## config.mk

```make
export PLATFORM = sky130hd
export DESIGN_NAME = lsu_mem_master
export DESIGN_NICKNAME = d
export VERILOG_FILES = /design/src/rtl/lsu_mem_master.sv
export SDC_FILE = /design/constraint.sdc
export NUM_CORES = 1
export LEC_CHECK = 0
export ABC_AREA = 1
export BUFFER_PORTS_ARGS = -buffer_cell sky130_fd_sc_hd__buf_4
export CAP_MARGIN = 30
export CORE_AREA = 2 2 181 183
export CTS_BUF_LIST = sky130_fd_sc_hd__clkbuf_4
export DETAILED_ROUTE_END_ITERATION = 6
export DIE_AREA = 0 0 183 185
export PLACE_DENSITY = 0.67
export SETUP_SLACK_MARGIN = 0.3
export SYNTH_ARGS = -nofsm -noshare
export SYNTH_HDL_FRONTEND = slang
export SYNTH_SLANG_ARGS = --single-unit
```

## constraint.sdc

```tcl
create_clock -name clk -period 3.62 [get_ports clk]
set_input_delay 0.724 -clock clk [delete_from_list [all_inputs] [get_ports clk]]
set_output_delay 0.724 -clock clk [all_outputs]
set_load 0.1 [all_outputs]
```

## src/rtl/lsu_mem_master.sv

```systemverilog
// lsu_mem_master
// Single-outstanding load/store master sitting between a core's LSU request
// channel and a simple strobe-based memory port.
//
// Ports:
//   clk, rst             clock and synchronous active-high reset
//   req_valid/req_ready  request handshake (ready only while idle)
//   req_wen              1 = store, 0 = load
//   req_addr             byte address
//   req_wdata            store data, LSB-justified
//   req_size             0=byte 1=half 2=word 3=dword
//   req_signed           sign-extend loads narrower than a dword
//   resp_valid/ready     response handshake
//   resp_rdata           extended load data (0 for stores and errors)
//   resp_err             misaligned access flag
//   mem_rd_en/addr/data  memory read port; data returns one cycle after the
//                        edge that samples mem_rd_en and is zero otherwise
//   mem_we_en/addr/data/mask  memory write port, data LSB-justified
//
// Every output is forced to zero while rst is high, so a transaction caught
// by reset never emits a strobe or a response in that cycle.

module lsu_mem_master (
   input  logic        clk,
   input  logic        rst,
   input  logic        req_valid,
   output logic        req_ready,
   input  logic        req_wen,
   input  logic [63:0] req_addr,
   input  logic [63:0] req_wdata,
   input  logic [1:0]  req_size,
   input  logic        req_signed,
   output logic        resp_valid,
   input  logic        resp_ready,
   output logic [63:0] resp_rdata,
   output logic        resp_err,
   output logic        mem_rd_en,
   output logic [63:0] mem_rd_addr,
   input  logic [63:0] mem_rd_data,
   output logic        mem_we_en,
   output logic [63:0] mem_we_addr,
   output logic [63:0] mem_we_data,
   output logic [7:0]  mem_we_mask
);

   typedef enum logic [2:0] {
      IDLE,
      RD_ISSUE,
      RD_WAIT,
      WR_ISSUE,
      RESP
   } state_t;

   state_t      state_reg, state_next;

   // Request fields held for the life of the transaction. The load/store
   // direction is carried by the path through the state machine itself.
   logic [63:0] addr_reg;
   logic [63:0] wdata_reg;
   logic [1:0]  size_reg;
   logic        signed_reg;

   logic [63:0] rdata_reg;
   logic        err_reg;

   logic        accept;
   logic        misaligned;

   assign accept = req_valid && req_ready;

   // Natural alignment check on the incoming request.
   always_comb begin
      misaligned = 1'b0;
      case (req_size)
         2'd0:    misaligned = 1'b0;
         2'd1:    misaligned = req_addr[0];
         2'd2:    misaligned = |req_addr[1:0];
         default: misaligned = |req_addr[2:0];
      endcase
   end

   // The memory returns the addressed byte in bits [7:0]; keep the low
   // (1<<size) bytes and extend. Dwords are never sign-extended.
   function automatic logic [63:0] extend_load(input logic [63:0] d,
                                               input logic [1:0]  sz,
                                               input logic        sgn);
      logic [63:0] r;
      case (sz)
         2'd0:    r = sgn ? {{56{d[7]}},  d[7:0]}  : {56'd0, d[7:0]};
         2'd1:    r = sgn ? {{48{d[15]}}, d[15:0]} : {48'd0, d[15:0]};
         2'd2:    r = sgn ? {{32{d[31]}}, d[31:0]} : {32'd0, d[31:0]};
         default: r = d;
      endcase
      return r;
   endfunction

   function automatic logic [7:0] size_mask(input logic [1:0] sz);
      logic [7:0] m;
      case (sz)
         2'd0:    m = 8'h01;
         2'd1:    m = 8'h03;
         2'd2:    m = 8'h0F;
         default: m = 8'hFF;
      endcase
      return m;
   endfunction

   always_ff @(posedge clk) begin
      if (rst) begin
         state_reg  <= IDLE;
         addr_reg   <= 64'd0;
         wdata_reg  <= 64'd0;
         size_reg   <= 2'd0;
         signed_reg <= 1'b0;
         rdata_reg  <= 64'd0;
         err_reg    <= 1'b0;
      end else begin
         state_reg <= state_next;
         if (accept) begin
            addr_reg   <= req_addr;
            wdata_reg  <= req_wdata;
            size_reg   <= req_size;
            signed_reg <= req_signed;
            rdata_reg  <= 64'd0;
            err_reg    <= misaligned;
         end
         // Read data is only valid in this one cycle; the memory zeroes it
         // afterwards, so it is extended and parked here.
         if (state_reg == RD_WAIT) begin
            rdata_reg <= extend_load(mem_rd_data, size_reg, signed_reg);
         end
      end
   end

   always_comb begin
      state_next  = state_reg;
      req_ready   = 1'b0;
      resp_valid  = 1'b0;
      resp_rdata  = 64'd0;
      resp_err    = 1'b0;
      mem_rd_en   = 1'b0;
      mem_rd_addr = 64'd0;
      mem_we_en   = 1'b0;
      mem_we_addr = 64'd0;
      mem_we_data = 64'd0;
      mem_we_mask = 8'd0;
      if (!rst) begin
         case (state_reg)
            IDLE: begin
               req_ready = 1'b1;
               if (req_valid) begin
                  if (misaligned)   state_next = RESP;
                  else if (req_wen) state_next = WR_ISSUE;
                  else              state_next = RD_ISSUE;
               end
            end
            RD_ISSUE: begin
               mem_rd_en   = 1'b1;
               mem_rd_addr = addr_reg;
               state_next  = RD_WAIT;
            end
            RD_WAIT: begin
               state_next = RESP;
            end
            WR_ISSUE: begin
               mem_we_en   = 1'b1;
               mem_we_addr = addr_reg;
               mem_we_data = wdata_reg;
               mem_we_mask = size_mask(size_reg);
               state_next  = RESP;
            end
            RESP: begin
               resp_valid = 1'b1;
               resp_rdata = rdata_reg;
               resp_err   = err_reg;
               // req_ready stays low here, so the exit cycle cannot accept.
               if (resp_ready) state_next = IDLE;
            end
            default: state_next = IDLE;
         endcase
      end
   end

endmodule

```

==> out/results.tsv <==
metric	value	unit
status	finished clean	
netlist_area	0.009410	mm^2
required	2.90	ns
cts_sinks	199	
synthArstFlopShare	0	%
synth-compound-area-share	14.59	%
io_pins	469	
syn_area_per_cell	6.459	um^2
slew_headroom	46.96	%
avgRoutedWirePerCell	15.07	um
core_area	0.03204	mm^2
finalNetCount	2054	
clk_pin_slew_worst_paths	0.20	ns
hold_start	req_addr[58]	
synth_top_area_share	42.33	%
whs	0.3131	ns
ctsLongestPathBuffers	2	
period_minus_slack	3.128	ns
worstHoldPathType	input port to flop	
synth-simple-area-share	27.50	%
setup_viol	0	
hold_depth	3	
die_area	0.03386	mm^2
drc	0	
fin_ws	0.4917	ns
syn_nets	1657	
hold_end	addr_reg[58]	
vdd_ir_drop_max	0.0001825	V
hold_viol	0	
worst_pin_slew	0.7957	ns
rr_endpoint	rdata_reg[58]	
grt_antenna_before_repair	3	
cts_htree_levels	4	
clock_latency	0.60	ns
drt_iter0_drc	524	
die_x	183	um
synth_largest_area_cell	dfxtp_1	
p_leak	0.005889	uW
cts_buffers	17	
skew	0.03590	ns
grt_pass1_wl	51690	um
ys_seq_elements	199	
cts_root_buf	clkbuf_4	
fin_util	42.62	%
wirelength	34320	um
drive_gt1_share	33.58	%
arrival	2.40	ns
path_class	flop to output pin	
viasPerCell	4.532	
ys.flop_type	dfxtp_1	
postCtsHoldBufs	0	
cts_tree	built	
syn_inst	1457	
drv_cap	0	
nFillCells	3377	
synth_top_family_by_area	simple AND/OR/NAND/NOR gates	
rr_worst_depth	8	
synth_xor_area_share	0	%
yosysUniqueCellTypes	23	
synth.area.top_cells	dfxtp_1 (42%), nor2_1 (13%), nand2_1 (10%)	
grt_pass1_vias	9472	
initial_core_util	29.37	%
synth_most_common_cell	nor2_1	
clock.fmax	0.3197	GHz
synthMuxAreaShare	0	%
start_kind	flop	
ys_seq_area_share	42.33	%
row_count	66	
r2r-start	size_reg[0]	
final_antenna_net_count	0	
synth_common_cells	nor2_1 (330), nand2_1 (252), inv_1 (207)	
drt-pass1-iter-count	4	
crit_fanout	65	
fin_area	0.01365	mm^2
grt_max_degree	98	
period_share	86.42	%
grt.total_usage	19.44	%
rsz0062_at_grt	true	
finalPower	4429	uW
die_h	185	um
end_kind	output pin	
route.vias.total	10320	
grt_overflow_total	0	
rrSetupSlack	1.54	ns
synth_edf_count	0	
area_growth	45.10	%
ys_warn_count	0	
gp_congestion	0.9071	
dp_slack	0.6178	ns
slew_viol_final	0	
dpl.hpwl	24670	um
synth_fa_ha_area_share	0	%
power_density	324.3	mW/mm^2
place_area	0.01328	mm^2
port_buffers	468	
-- cells by family (layout without fill, tap and decap cells) --
family                 count (synthesis)  count (layout)
and+or+nand+nor                      660             661
other                                  0               2
DFF                                  199             199
AOI/OAI and AO/OA                    274             274
buffers and inverters                324             733
-- cell type report --
| class | count | area [um^2] | area share [%] |
|---|---|---|---|
| sequential | 199 | 3986 | 29.19 |
| timing repair buffer | 492 | 3825 | 28.01 |
| antenna | 2 | 5.005 | 0.03665 |
| multi-input combinational | 935 | 4270 | 31.27 |
| inverter | 209 | 788.3 | 5.773 |
| clock buffer | 17 | 127.6 | 0.9347 |
| tap | 408 | 510.5 | 3.739 |
| clock inverter | 15 | 141.4 | 1.035 |
-- per-stage QoR --
step | instances | setup TNS [ns]
5_1_grt | 2277 | 0
4_1_cts | 2274 | 0
2_1_floorplan | 1457 | -0.01164
6_report | 2277 | 0
3_3_place_gp | 2236 | 0
3_5_place_dp | 2239 | 0
-- placed cells by master (no fill, tap or decap), types with 2 or more instances in the layout --
master    instances
buf_12            3
nor2_2           91
dfxtp_2           2
dfxtp_1         197
clkinv_1          3
a21oi_1         131
buf_6             7
diode_2           2
buf_16            3
inv_1           206
inv_8             3
nand2_1         250
nor3_4            2
nor2_1          240
clkinv_4          3
o21ai_0         141
clkinv_2          2
buf_4           478
clkbuf_4         17
nand2_2           2
nand3_1          69
inv_6             4
-- metal layers --
layer  vias to the layer above  wire length (um)  global-route usage [%]
met3                        27              1902                   4.090
met4                         0               654                   5.600
li1                       5231                 -                       -
met1                      4735             15040                   24.91
met5                         -                 0                       0
met2                       327             16720                   32.98
-- worst max-delay path, stage by stage, from the launching register on --
cell and delay, ns:
dfxtp_1 0.48, inv_1 0.15, nor3_2 0.22, nand2_2 0.06, buf_4 0.31, nor2_1 0.25
buf_4 0.33
-- how the worst max path moves through the flow --
stage	cells past startpoint	start	slack [ns]	end
global route	6	state_reg[2]	0.27	resp_rdata[19]
finish	6	state_reg[2]	0.49	resp_rdata[23]
detailed placement	6	rst	0.62	resp_err
floorplan	5	rst	-0.01	resp_err
CTS	6	state_reg[2]	0.28	resp_rdata[21]
global placement	6	rst	0.64	resp_err
-- power by group --
group / total (uW) / leakage [uW] / internal [uW] / switching, uW
clock: 1210 / 0.000150 / 360 / 848
sequential: 2400 / 0.00163 / 2340 / 67.5
combinational: 816 / 0.00411 / 296 / 520
-- timing repair --
item | CTS | global route
gates resized for setup | 3 | 10
pin swaps | 2 | 0
buffers inserted | 2 | 0
cloned | 1 | 0
setup endpoints to repair | 109 | 114
Power figures use the tool's default switching activity.
